--- src/rtl/stack_cpu_pkg.sv ---
// Shared types for the 8-bit stack CPU control unit: opcodes, ALU codes,
// controller state encoding and the control word driven into DataPath.
package stack_cpu_pkg;

  localparam logic [2:0] OPC_ADD  = 3'b000;
  localparam logic [2:0] OPC_SUB  = 3'b001;
  localparam logic [2:0] OPC_AND  = 3'b010;
  localparam logic [2:0] OPC_NOT  = 3'b011;
  localparam logic [2:0] OPC_PUSH = 3'b100;
  localparam logic [2:0] OPC_POP  = 3'b101;
  localparam logic [2:0] OPC_JMP  = 3'b110;
  localparam logic [2:0] OPC_JZ   = 3'b111;

  localparam logic [1:0] ALU_ADD = 2'b00;
  localparam logic [1:0] ALU_SUB = 2'b01;
  localparam logic [1:0] ALU_AND = 2'b10;
  localparam logic [1:0] ALU_NOT = 2'b11;

  typedef enum logic [3:0] {
    S_RST, S_IF, S_ID, S_POPA, S_POPB, S_ALU, S_PUSHR,
    S_MRD, S_PUSHM, S_MWR, S_JMP, S_TOS, S_JZ
  } ctrl_state_t;

  typedef struct packed {
    logic       pc_write;
    logic       pc_write_cond;
    logic       pc_src;
    logic       i_or_d;
    logic       mem_read;
    logic       mem_write;
    logic       ir_write;
    logic       m_to_s;
    logic       ld_a;
    logic       ld_b;
    logic       src_a;
    logic       src_b;
    logic       push;
    logic       pop;
    logic       tos;
    logic [1:0] alu_op;
  } ctrl_word_t;

endpackage

--- src/rtl/stack_ctrl_decode.sv ---
// Combinational state -> control-word decoder. The only opcode dependence
// is the ALU operation, which follows opcode[1:0] directly.
module stack_ctrl_decode
  import stack_cpu_pkg::*;
#(
  parameter int OPC_W = 3
) (
  input  ctrl_state_t      state,
  input  logic [OPC_W-1:0] opcode,
  output ctrl_word_t       ctrl
);

  always_comb begin
    ctrl = '0;
    unique case (state)
      S_IF: begin
        ctrl.mem_read = 1'b1;
        ctrl.ir_write = 1'b1;
        ctrl.src_a    = 1'b1;
        ctrl.src_b    = 1'b1;
        ctrl.alu_op   = ALU_ADD;
        ctrl.pc_write = 1'b1;
      end
      S_ID:  ctrl.tos = 1'b1;
      S_POPA: begin
        ctrl.pop  = 1'b1;
        ctrl.ld_a = 1'b1;
      end
      S_POPB: begin
        ctrl.pop  = 1'b1;
        ctrl.ld_b = 1'b1;
      end
      S_ALU:   ctrl.alu_op = opcode[1:0];
      S_PUSHR: ctrl.push = 1'b1;
      S_MRD: begin
        ctrl.i_or_d   = 1'b1;
        ctrl.mem_read = 1'b1;
      end
      S_PUSHM: begin
        ctrl.push   = 1'b1;
        ctrl.m_to_s = 1'b1;
      end
      S_MWR: begin
        ctrl.i_or_d    = 1'b1;
        ctrl.mem_write = 1'b1;
      end
      S_JMP: begin
        ctrl.pc_src   = 1'b1;
        ctrl.pc_write = 1'b1;
      end
      S_TOS: ctrl.tos = 1'b1;
      // Conditional branch; the operand stays on the stack.
      S_JZ: begin
        ctrl.pc_src        = 1'b1;
        ctrl.pc_write_cond = 1'b1;
      end
      default: ctrl = '0;
    endcase
  end

endmodule

--- src/rtl/stack_controller.sv ---
// Multicycle Moore control unit for the stack CPU. Optional retired-
// instruction counter instr_count is built when CTRL_PERF_EN is defined.
module stack_controller
  import stack_cpu_pkg::*;
#(
  parameter int OPC_W = 3
`ifdef CTRL_PERF_EN
  , parameter int CNT_W = 16
`endif
) (
  input  logic       clk,
  input  logic       rst,
  input  logic [7:0] inst,
  output logic       pcWrite,
  output logic       pcWriteCond,
  output logic       pcSrc,
  output logic       IorD,
  output logic       memRead,
  output logic       memWrite,
  output logic       IrWrite,
  output logic       MtoS,
  output logic       ldA,
  output logic       ldB,
  output logic       srcA,
  output logic       srcB,
  output logic       push,
  output logic       pop,
  output logic       tos,
  output logic [1:0] AluOp
`ifdef CTRL_PERF_EN
  , output logic [CNT_W-1:0] instr_count
`endif
);

  ctrl_state_t      state_q, state_d;
  logic [OPC_W-1:0] opcode_q, opcode_d;
  ctrl_word_t       ctrl;
  logic             unused_inst;

  assign unused_inst = ^inst[7-OPC_W:0];

  always_ff @(posedge clk or posedge rst) begin
    if (rst) begin
      state_q  <= S_RST;
      opcode_q <= '0;
    end else begin
      state_q  <= state_d;
      opcode_q <= opcode_d;
    end
  end

  always_comb begin
    state_d  = state_q;
    opcode_d = opcode_q;
    unique case (state_q)
      S_RST: state_d = S_IF;
      S_IF: begin
        opcode_d = inst[7 -: OPC_W];
        state_d  = S_ID;
      end
      S_ID: begin
        unique case (opcode_q)
          OPC_PUSH: state_d = S_MRD;
          OPC_JMP:  state_d = S_JMP;
          OPC_JZ:   state_d = S_TOS;
          default:  state_d = S_POPA;
        endcase
      end
      S_POPA: begin
        unique case (opcode_q)
          OPC_NOT: state_d = S_ALU;
          OPC_POP: state_d = S_MWR;
          default: state_d = S_POPB;
        endcase
      end
      S_POPB:  state_d = S_ALU;
      S_ALU:   state_d = S_PUSHR;
      S_MRD:   state_d = S_PUSHM;
      S_TOS:   state_d = S_JZ;
      S_PUSHR, S_PUSHM, S_MWR, S_JMP, S_JZ: state_d = S_IF;
      default: state_d = S_RST;
    endcase
  end

`ifdef CTRL_PERF_EN
  logic [CNT_W-1:0] cnt_q, cnt_d;

  // The fetch that follows reset is not a retirement.
  always_comb begin
    cnt_d = cnt_q;
    if (state_d == S_IF && state_q != S_RST) cnt_d = cnt_q + 1'b1;
  end

  always_ff @(posedge clk or posedge rst) begin
    if (rst) cnt_q <= '0;
    else     cnt_q <= cnt_d;
  end

  assign instr_count = cnt_q;
`endif

  stack_ctrl_decode #(.OPC_W(OPC_W)) u_decode (
    .state  (state_q),
    .opcode (opcode_q),
    .ctrl   (ctrl)
  );

  assign pcWrite     = ctrl.pc_write;
  assign pcWriteCond = ctrl.pc_write_cond;
  assign pcSrc       = ctrl.pc_src;
  assign IorD        = ctrl.i_or_d;
  assign memRead     = ctrl.mem_read;
  assign memWrite    = ctrl.mem_write;
  assign IrWrite     = ctrl.ir_write;
  assign MtoS        = ctrl.m_to_s;
  assign ldA         = ctrl.ld_a;
  assign ldB         = ctrl.ld_b;
  assign srcA        = ctrl.src_a;
  assign srcB        = ctrl.src_b;
  assign push        = ctrl.push;
  assign pop         = ctrl.pop;
  assign tos         = ctrl.tos;
  assign AluOp       = ctrl.alu_op;

endmodule

--- config.mk ---
export PLATFORM = sky130hd
export DESIGN_NAME = stack_controller
export DESIGN_NICKNAME = d
export VERILOG_FILES = /design/src/rtl/stack_cpu_pkg.sv /design/src/rtl/stack_ctrl_decode.sv /design/src/rtl/stack_controller.sv
export SDC_FILE = /design/constraint.sdc
export NUM_CORES = 1
export LEC_CHECK = 0
export ABC_CLOCK_PERIOD_IN_PS = 1900
export BUFFER_PORTS_ARGS = -buffer_cell sky130_fd_sc_hd__buf_2
export CELL_PAD_IN_SITES_DETAIL_PLACEMENT = 0
export CELL_PAD_IN_SITES_GLOBAL_PLACEMENT = 2
export CORE_MARGIN = 1.5
export CORE_UTILIZATION = 24
export DETAILED_ROUTE_END_ITERATION = 10
export MAX_ROUTING_LAYER = met4
export PLACE_DENSITY = 0.8
export SETUP_SLACK_MARGIN = 0.15
export SLEW_MARGIN = 5
export SYNTH_ARGS = -nofsm -noshare
export SYNTH_HDL_FRONTEND = slang
export SYNTH_HIERARCHICAL = 1
export SYNTH_SLANG_ARGS = --single-unit
--- constraint.sdc ---
create_clock -name clk -period 1.9 [get_ports clk]
set_input_delay 0.19 -clock clk [delete_from_list [all_inputs] [get_ports clk]]
set_output_delay 0.19 -clock clk [all_outputs]
set_load 0.05 [all_outputs]
-- Word level (Yosys, flattened, before mapping)
Index checks and enable logic that the tools add are counted.
- register bits: 7
- input port bits: 10
- output and inout bits: 17
- equality and inequality tests: 17
- mux-type cells: 18
- reductions and logical operators: 9
- operators by type and width (kind ; count):
    one-hot mux 4 bit (8 select lines) ; 1
    == test 4 bit, second input constant ; 5
    == test 4 x 3 -> 1 bit, second input constant ; 4
    OR reduction 2 bit ; 7
    2-to-1 mux 1 bit ; 13
    == test 3 bit, second input constant ; 4
    one-hot mux 4 bit (3 select lines) ; 1
    == test 4 x 2 -> 1 bit, second input constant ; 2
    one-hot mux 4 bit (2 select lines) ; 1
    OR reduction 6 bit ; 1
    == test 4 x 1 -> 1 bit, second input constant ; 1
    logical NOT 4 bit ; 1
    2-to-1 mux 2 bit ; 2
    == test 3 x 2 -> 1 bit, second input constant ; 1

-- Depth between registers and ports, before layout
- depth in word-level cells: 3
- depth in mapped cells: 4

-- Cells and area by module
Netlist, hierarchy kept.
- by module, submodules not included (module ; times used ; cells an instance ; area each (µm²) ; seq. area each (µm²)):
    stack_controller ; 1 ; 37 ; 406.6 ; 175.2
    stack_ctrl_decode ; 1 ; 31 ; 183.9 ; 0.0

-- Least setup slack after synthesis
OpenSTA, ideal clock, no wires.
- kind: flip-flop to output port
- from: reg state_q[1]
- to: out AluOp[0]
- arrival: 1.884 ns
- data required time: 1.710 ns
- slack: -0.174 ns
- stages on the path, launching flop included: 3
- buffers on the path: 0
- cell sequence: dfrtp_1 nand2b_2 nor3_1
- word-level cells in the longest chain between the ends: 2
- RTL lines (what ; RTL line ; RTL):
    from (decl) ; stack_controller.sv:35 ; ctrl_state_t state_q, state_d;
    from (signal assigned) ; stack_controller.sv:47 ; state_q <= state_d;
    == test 4 x 3 -> 1 bit ; stack_ctrl_decode.sv:15 ; unique case (state)
    2-to-1 mux 2 bit ; stack_ctrl_decode.sv:15 ;
    to (decl) ; stack_controller.sv:29 ; output logic [1:0] AluOp
No other way between the ends.

-- Worst setup path in the final report
Same ends and word-level chain as after synthesis.

==> summary.md <==
| Metric | Value |
|---|---|
| Initial antenna violation count | 0 |
| Clock sinks | 7 |
| Syn nets | 78 |
| Placed cell count | 114 |
| GR Util All Layers | 9.93% |
| Worst slew pin tran | 0.302 ns |
| Top cell type's share of synthesized area | 29.7% |
| # Max-Cap Violations | 0 |
| Layout cell share with drive strength beyond 1 | 46.3% |
| TNS Setup | 0 ns |
| Synth top cells by count | nor2_1 (10), dfrtp_1 (7), nand2b_1 (7) |
| Avg WL per Cell | around 11 um |
| I/O pin cnt | 27 |
| Worst R2R Path Depth | 3 |
| Vias in the first global route | 470 |
| # fillers | 238 |
| Crit path max fanout | 13 |
| Share of synthesized flip-flops with an asynchronous set or reset | 100% |
| Final ANT Viol Nets | 0 |
| Final hold vios | 0 |
| Register area | approximately 180 sq um |
| Placed Area | 711 sq um |
| Root buf cell | clkbuf_4 |
| DIE AREA | 0.00277 sq mm |
| Final setup fails | 0 |
| H-tree depth | 1 |
| Synth Register Bits | 7 |
| Crit path time final | approximately 1.7 ns |
| Worst Skew | 0.00680 ns |
| Synth top area cells | dfrtp_1 (30%), nand2b_1 (7.4%), nor2_1 (6.4%) |
| Final GP Congestion | 0.741 |
| Post-route cell area | about 800 sq um |
| Distinct cells, synth | 31 |
| Critical Path Start Type | flip-flop |
| Synth warnings | 6 |
| Leading area contributor after synthesis | dfrtp_1 |
| Sequential fraction of the synthesis area | 29.7% |
| Largest net degree at the start of global routing | 18 |
| NumNets Final | 106 |
| Run status | finished, final reports clean |
| # DRC | 0 |
| Worst Hold End | opcode_q[0]$_DFFE_PP0P_ |
| Core Rows | 17 |
| Core Area | around 0.0023 sq mm |
| Hold_sp | inst[5] |
| Syn-to-layout area delta | 35.8% |
| Syn avg cell area | 8.68 sq um |
| R2R setup slack | 0.42 ns |
| Crit Path Class | reg -> out |
| Chip height | 52.6 um |
| Worst r2r src | state_q[3]$_DFF_PP0_ |
| Via-to-Cell Ratio | 4.70 |
| # diodes | 0 |
| Max Slew Vio Count | 0 |
| CP Data Required Time | 1.71 ns |
| CP arrival | 1.47 ns |
| Ys flop type | dfrtp_1 |
| Clk buf depth | 2 |
| Clk_lat worst skew | 0.25 ns |
| Worst Hold Depth | 3 |
| Mapped Area | 591 sq um |
| Slew HR | 79.8% |
| R2R Path End | opcode_q[1]$_DFFE_PP0P_ |
| Grt total ovfl | 0 |
| RSZ-0062 raised after global routing | true |
| Util after Layout | a little over a third |
| DRT Wirelength | 1.35 mm |
| EDFF count, synth | 0 |
| Routed vias | 578 |
| DRT Pass-1 Iters | 4 |
| CTS tree | done |
| Initial Util | 25.9% |
| Hold crit path type | in -> reg |
| Period utilization | 87.5% |
| CTS Buf Count | 3 |
| Die W | 52.6 um |
| Syn Inst Count | 68 |
| Count leader, synth | nor2_1 |
| Post-detail-place hpwl | 921 um |
| Clk slew on worst S/H paths | 0.05 ns |
| Non-filler instance count after layout | around 120 |
| Area used by multi-input combinational logic | 379 sq um |
| Starting DRT DRC Count | 2 |
| Fmax | 601 MHz |
| First-pass GRT wire length | 2.04 mm |
| Port Buffers | 21 |
| Worst setup EP type | output port |
[worst max-delay path by stage]
stage / from / to / slack, ns / depth (start not counted)
final: state_q[1]$_DFF_PP0_ / AluOp[0] / 0.24 / 3
after global routing: state_q[1]$_DFF_PP0_ / srcA / 0.13 / 3
after CTS: state_q[0]$_DFF_PP0_ / pop / 0.16 / 3
after detailed placement: state_q[3]$_DFF_PP0_ / AluOp[0] / 0.33 / 3
after global placement: state_q[3]$_DFF_PP0_ / push / 0.32 / 3
after floorplan: state_q[1]$_DFF_PP0_ / AluOp[0] / -0.17 / 2
[sequential cells by signal, indices dropped and copies added, names as in the netlist]
register	cells
opcode_q	3
state_q	4
[through the flow]
step,hold WS [ns],setup WS (ns)
2_1_floorplan,-0.00660,-0.174
3_3_place_gp,0.125,0.319
3_5_place_dp,0.127,0.329
4_1_cts,0.137,0.159
5_1_grt,0.147,0.126
6_report,0.144,0.237
[metal layers]
layer  share of wire [%]  up-vias  track usage [%]
li1                    -      291                -
met1                  45      259             12.5
met2                  46       26             15.8
met3                 7.3        2            0.857
met4                 1.1        0             5.13
met5                   0        -                -
[area by class of cell]
type / instances / share of cell area (%)
Multi-Input combinational cell: 53 / 47.3
Sequential cell: 7 / 22.5
Timing Repair Buffer: 26 / 20.3
Tap cell: 28 / 4.37
Clock buffer: 4 / 3.28
Inverter: 5 / 2.34
[logic make-up (layout without fill, tap and decap cells)]
| group | count (synthesis) | after routing | synth area share (%) |
|---|---|---|---|
| and+or+nand+nor | 34 | 34 | 36.7 |
| AOI/OAI and AO/OA | 14 | 14 | 17.4 |
| buffers and inverters | 8 | 35 | 7.63 |
| DFF | 7 | 7 | 29.7 |
| muxes | 3 | 3 | 5.72 |
| xor gates and xnor gates | 2 | 2 | 2.97 |
[cell usage in the layout, fill, tap and decap left out, drive strengths merged, types with 2 or more instances in the layout]
master	count
buf	19
clkbuf	10
dfrtp	7
inv	5
mux2	3
nand2	4
nand2b	9
nor2	10
nor3	2
o21ai	3
o22ai	5
or2	2
[worst max-delay path: stages (launching register included)]
cell and delay (ns):
dfrtp_2 0.51, nand2b_2 0.27, nor3_1 0.19, clkbuf_4 0.26
[timing repair]
item	CTS	global route
hold buffers	1	0
endpoints found under the hold margin	7	0
buffers inserted	0	4
endpoints found under the setup margin	11	12
gates resized for setup	3	10
Power is not shown: default switching activity piles up to over one toggle a cycle in this logic, so the estimate is an artifact.
